--- config.mk ---
export PLATFORM = sky130hd
export DESIGN_NAME = memwb_skid_stage
export DESIGN_NICKNAME = d
export VERILOG_FILES = /design/src/rtl/memwb_pkg.sv /design/src/rtl/memwb_slot.sv /design/src/rtl/memwb_skid_stage.sv
export SDC_FILE = /design/constraint.sdc
export NUM_CORES = 1
export LEC_CHECK = 0
export ABC_CLOCK_PERIOD_IN_PS = 4520
export BUFFER_PORTS_ARGS = -buffer_cell sky130_fd_sc_hd__buf_2
export CAP_MARGIN = 10
export CORE_MARGIN = 4
export CORE_UTILIZATION = 45
export CTS_CLUSTER_SIZE = 25
export DETAILED_ROUTE_END_ITERATION = 8
export HOLD_SLACK_MARGIN = 0.12
export PLACE_DENSITY = 0.7
export SLEW_MARGIN = 10
export SYNTH_ARGS = -nofsm -noshare
export SYNTH_HDL_FRONTEND = slang
export SYNTH_SLANG_ARGS = --single-unit
--- constraint.sdc ---
create_clock -name clk -period 4.52 [get_ports clk]
set_input_delay 0.226 -clock clk [delete_from_list [all_inputs] [get_ports clk]]
set_output_delay 0.226 -clock clk [all_outputs]
set_load 0.005 [all_outputs]
--- src/rtl/memwb_pkg.sv ---
// Shared definitions for the MEM->WB pipeline stage: default widths,
// side-band bit positions and the entry layout used by producers and consumers.
package memwb_pkg;

    localparam int MEMWB_DATA_W = 32;
    localparam int MEMWB_SIDE_W = 1;
    localparam int SIDE_IPWR    = 0;

    typedef struct packed {
        logic [MEMWB_DATA_W-1:0] data;
        logic [MEMWB_SIDE_W-1:0] side;
    } memwb_entry_t;

    function automatic memwb_entry_t mk_entry(input logic [MEMWB_DATA_W-1:0] d,
                                              input logic [MEMWB_SIDE_W-1:0] s);
        memwb_entry_t e;
        e.data = d;
        e.side = s;
        return e;
    endfunction

endpackage

--- src/rtl/memwb_slot.sv ---
// One pipeline storage slot: valid flag plus data and side-band, with load and clear.
// Clear also zeroes the side-band so an empty slot can never present a write strobe.
module memwb_slot
    import memwb_pkg::*;
#(
    parameter int DATA_W = MEMWB_DATA_W,
    parameter int SIDE_W = MEMWB_SIDE_W
) (
    input  logic              clk,
    input  logic              rst,
    input  logic              load,
    input  logic              clear,
    input  logic [DATA_W-1:0] data_d,
    input  logic [SIDE_W-1:0] side_d,
    output logic              valid_q,
    output logic [DATA_W-1:0] data_q,
    output logic [SIDE_W-1:0] side_q
);

    always_ff @(posedge clk) begin
        if (!rst) begin
            valid_q <= 1'b0;
            data_q  <= '0;
            side_q  <= '0;
        end else if (clear) begin
            valid_q <= 1'b0;
            side_q  <= '0;
        end else if (load) begin
            valid_q <= 1'b1;
            data_q  <= data_d;
            side_q  <= side_d;
        end
    end

endmodule

--- src/rtl/memwb_skid_stage.sv ---
// MEM->WB stage with valid/ready handshake and a two-slot skid buffer (M drives the
// outputs, S absorbs one entry while M is stalled). in_ready comes straight from a flop.
module memwb_skid_stage
    import memwb_pkg::*;
#(
    parameter int DATA_W = MEMWB_DATA_W,
    parameter int SIDE_W = MEMWB_SIDE_W,
    parameter int CNT_W  = 2
) (
    input  logic              clk,
    input  logic              rst,
    input  logic              flush,
    input  logic              hold,
    input  logic              in_valid,
    output logic              in_ready,
    input  logic [DATA_W-1:0] in_data,
    input  logic [SIDE_W-1:0] in_side,
    output logic              out_valid,
    input  logic              out_ready,
    output logic [DATA_W-1:0] out_data,
    output logic [SIDE_W-1:0] out_side,
    output logic [CNT_W-1:0]  occupancy
);

    logic              m_valid, s_valid;
    logic [DATA_W-1:0] m_data, s_data;
    logic [SIDE_W-1:0] m_side, s_side;
    logic              m_load, m_clear, s_load, s_clear;
    logic [DATA_W-1:0] m_data_d;
    logic [SIDE_W-1:0] m_side_d;
    logic              acc, deq;

    assign acc = in_valid & ~s_valid;
    assign deq = m_valid & out_ready & ~hold;

    always_comb begin
        m_load   = 1'b0;
        m_clear  = 1'b0;
        s_load   = 1'b0;
        s_clear  = 1'b0;
        m_data_d = in_data;
        m_side_d = in_side;
        if (flush) begin
            m_clear = 1'b1;
            s_clear = 1'b1;
        end else if (s_valid) begin
            // S is full so nothing can be accepted; drain it into M in order.
            if (deq) begin
                m_load   = 1'b1;
                m_data_d = s_data;
                m_side_d = s_side;
                s_clear  = 1'b1;
            end
        end else if (!m_valid || deq) begin
            if (acc) begin
                m_load = 1'b1;
            end else if (deq) begin
                m_clear = 1'b1;
            end
        end else if (acc) begin
            s_load = 1'b1;
        end
    end

    memwb_slot #(.DATA_W(DATA_W), .SIDE_W(SIDE_W)) u_slot_m (
        .clk     (clk),
        .rst     (rst),
        .load    (m_load),
        .clear   (m_clear),
        .data_d  (m_data_d),
        .side_d  (m_side_d),
        .valid_q (m_valid),
        .data_q  (m_data),
        .side_q  (m_side)
    );

    memwb_slot #(.DATA_W(DATA_W), .SIDE_W(SIDE_W)) u_slot_s (
        .clk     (clk),
        .rst     (rst),
        .load    (s_load),
        .clear   (s_clear),
        .data_d  (in_data),
        .side_d  (in_side),
        .valid_q (s_valid),
        .data_q  (s_data),
        .side_q  (s_side)
    );

    assign in_ready  = ~s_valid;
    assign out_valid = m_valid;
    assign out_data  = m_data;
    assign out_side  = m_side;
    assign occupancy = CNT_W'(m_valid) + CNT_W'(s_valid);

endmodule

==> impl_metrics.py <==
metrics = {
    "clock_network": {
        "cts_root_buffer": "clkbuf_8",
        "clkLatencyLatePin_ns": 0.32,
        "numClockSinks": 68,
        "clk_path_buf_depth": 2,
        "cts_tree": "done",
        "cts_resized": 0,
        "post_cts_buffers": 0,
        "cts_buffers": 9,
        "path_clk_slew_ns": 0.07,
        "cts-htree-levels": 3,
        "cts_hold_buf": 0,
    },
    "layout": {
        "seq_area_um2": 1360,
        "diodes": 0,
        "fin_nets": 385,
        "stdcell_count": 427,
        "mostFrequentLayoutCells": "buf_2 (75), dfxtp_1 (68), o21ai_0 (35)",
        "layout-drive-gt1-share_pct": 28.3,
        "multi_input_area_um2": 1400,
        "syn2layout_area_growth_pct": 17.3,
        "num-fill-cells": 593,
        "final_common_cell": "buf_2",
    },
    "detailed_routing": {
        "drc": 0,
        "drt_pass1_iterations": 4,
        "routed_wl_mm": 7.57,
        "detail-route-antenna-nets": 0,
        "wire_per_inst_um": 17.7,
        "drt_iter0_drc": 218,
        "vias": 2578,
        "vias_per_cell": 6.04,
    },
    "timing": {
        "final.min_clock_period_ns": 2.04,
        "max_clock_freq_mhz": 490,
        "grt_setup_unrepaired": "no",
        "maxSlewViolCount": 0,
        "clock_skew_ns": 0.00533,
        "setup_violations": 0,
        "relSlewSlack_pct": 33.9,
        "period_share_pct": 45.1,
        "hold_viol": 0,
        "fin_setup_tns_ns": 0,
        "worstMarginPinSlew_ns": 0.992,
        "fin_ws_ns": 2.48,
    },
    "yosys": {
        "ys.flop_type": "dfxtp_1",
        "synthesis.area_um2": 2940,
        "ys_ff_latch": 68,
        "yosysSeqAreaShare_pct": 46.3,
        "synthDistinctLibCells": 29,
        "ys_warn_count": 0,
        "syn_inst": 292,
        "synthesis.nets": 332,
        "synth_edf_count": 0,
        "synth.avg_cell_area_um2": 10.1,
        "synthArstFlopShare_pct": 0,
    },
    "place": {
        "place.gp.congestion": 0.719,
        "dp_worst_setup_slack_ns": 2.49,
        "dp_hpwl_mm": 4.36,
        "portBuffers": 75,
        "dpl.cell_count": 411,
    },
    "outcome": {
        "status": "finished clean",
    },
    "global_routing": {
        "grt-ovfl-total": 0,
        "grt_antenna_before_repair": 0,
        "grt_pass1_wl_mm": 12.1,
        "grt_max_degree": 66,
        "grt_pass1_vias": 2503,
        "grt_usage_pct": 19.5,
    },
    "pwr": {
        "swShare_pct": 24.6,
        "ir_drop_uv": 242,
        "combPwrFrac_pct": 11.0,
        "leakage_nw": 1.33,
        "power_switching_mw": 0.306,
        "power_frac_clock_pct": 37.9,
        "internal_power_mw": 0.941,
        "power.density_nw_per_um2": 362,
        "seqPwrFrac_pct": 51.2,
    },
    "worst_setup_path": {
        "crit_required_ns": 4.73,
        "critPathKind": "reg -> reg",
        "crit_arrival_ns": 2.25,
        "start_kind": "register",
        "crit_path_end_kind": "register",
        "path_max_fanout": 19,
    },
    "hold_path": {
        "worst_hold_path_type": "in -> reg",
    },
    "floorplan": {
        "fp.coreArea_um2": 6350,
        "start_util_pct": 46.3,
        "rows": 29,
        "die-area_um2": 7890,
        "dieHeight_um": 88.8,
        "die-width_um": 88.8,
        "io_pins": 76,
    },
    "flow_run": {
        "cap_violations": 0,
    },
}
-- power by group through the flow --
stage / clock (mW) / combinational [mW] / sequential, mW
floorplan: 0 / 0.0793 / 0.651
global placement: 0 / 0.135 / 0.652
detailed placement: 0 / 0.137 / 0.651
CTS: 0.484 / 0.138 / 0.638
global route: 0.512 / 0.151 / 0.641
finish: 0.472 / 0.137 / 0.638
-- final timing paths --
check | from | end | slack [ns] | cells after the start
worst max-delay path | u_slot_s.valid_q | u_slot_m.data_q[22] | 2.48 | 4
worst min-delay path | in_data[10] | u_slot_s.data_q[10] | 0.16 | 3
worst max register to register | u_slot_s.valid_q | u_slot_m.data_q[22] | 2.48 | 4
worst min register to register | u_slot_s.data_q[23] | u_slot_s.data_q[23] | 0.47 | 2
-- critical path, stage by stage (launching register included) --
cell	delay (ns)
dfxtp_1	0.53
nand4b_1	0.56
buf_4	0.44
o31a_1	0.27
o221a_1	0.12
-- stage by stage --
step                utilization (%)  cell area, um^2  power, mW  hold slack [ns]
global placement               51.3             3260      0.787            0.459
floorplan                         -             2940      0.730            0.369
CTS                            54.2             3440       1.26            0.145
detailed placement             51.3             3260      0.788            0.465
global route                   54.3             3450       1.30            0.152
finish                         54.3             3450       1.25            0.158
-- synthesized netlist by cell type (3+ instances only) --
master | instances | area [um^2]
a21boi_0 | 13 | 97.6
a21boi_1 | 19 | 143
buf_2 | 10 | 50.1
buf_6 | 4 | 45.0
clkbuf_1 | 22 | 82.6
dfxtp_1 | 68 | 1360
inv_1 | 3 | 11.3
nand3_1 | 33 | 165
o21ai_0 | 35 | 175
o221a_1 | 30 | 338
o221a_2 | 3 | 33.8
o31a_1 | 32 | 280
-- per-layer routing --
metal	global-route usage [%]	share of wire [%]	up-vias
met5	0	0	-
met4	7.01	0.74	0
met3	5.03	6.2	5
met2	31.0	47	87
met1	25.6	46	1243
li1	-	-	1243
-- kinds of logic (layout without fill, tap and decap cells) --
kind of cell	after synthesis	in the layout	synth area share, %
AND/OR/NAND/NOR	46	46	8.81
flip-flops	68	68	46.3
AO/OA/AOI/OAI	138	138	38.0
buffers and inverters	39	97	6.43
adder cells (fa/ha/maj)	1	1	0.426
-- sequential cells by signal, indices dropped and copies added, names as in the netlist --
signal	cells
u_slot_m.data_q	32
u_slot_m.side_q	1
u_slot_m.valid_q	1
u_slot_s.data_q	32
u_slot_s.side_q	1
u_slot_s.valid_q	1
-- cell type report --
| cell class | instances | share of cell area (%) |
|---|---|---|
| Timing Repair Buffer | 78 | 11.5 |
| Sequential cell | 68 | 39.5 |
| Tap cell | 77 | 2.79 |
| Inverter | 3 | 0.327 |
| Clock buffer | 11 | 3.81 |
| Clock inverter | 5 | 1.52 |
| Multi-Input combinational cell | 185 | 40.5 |
Power figures use the tool's default switching activity.
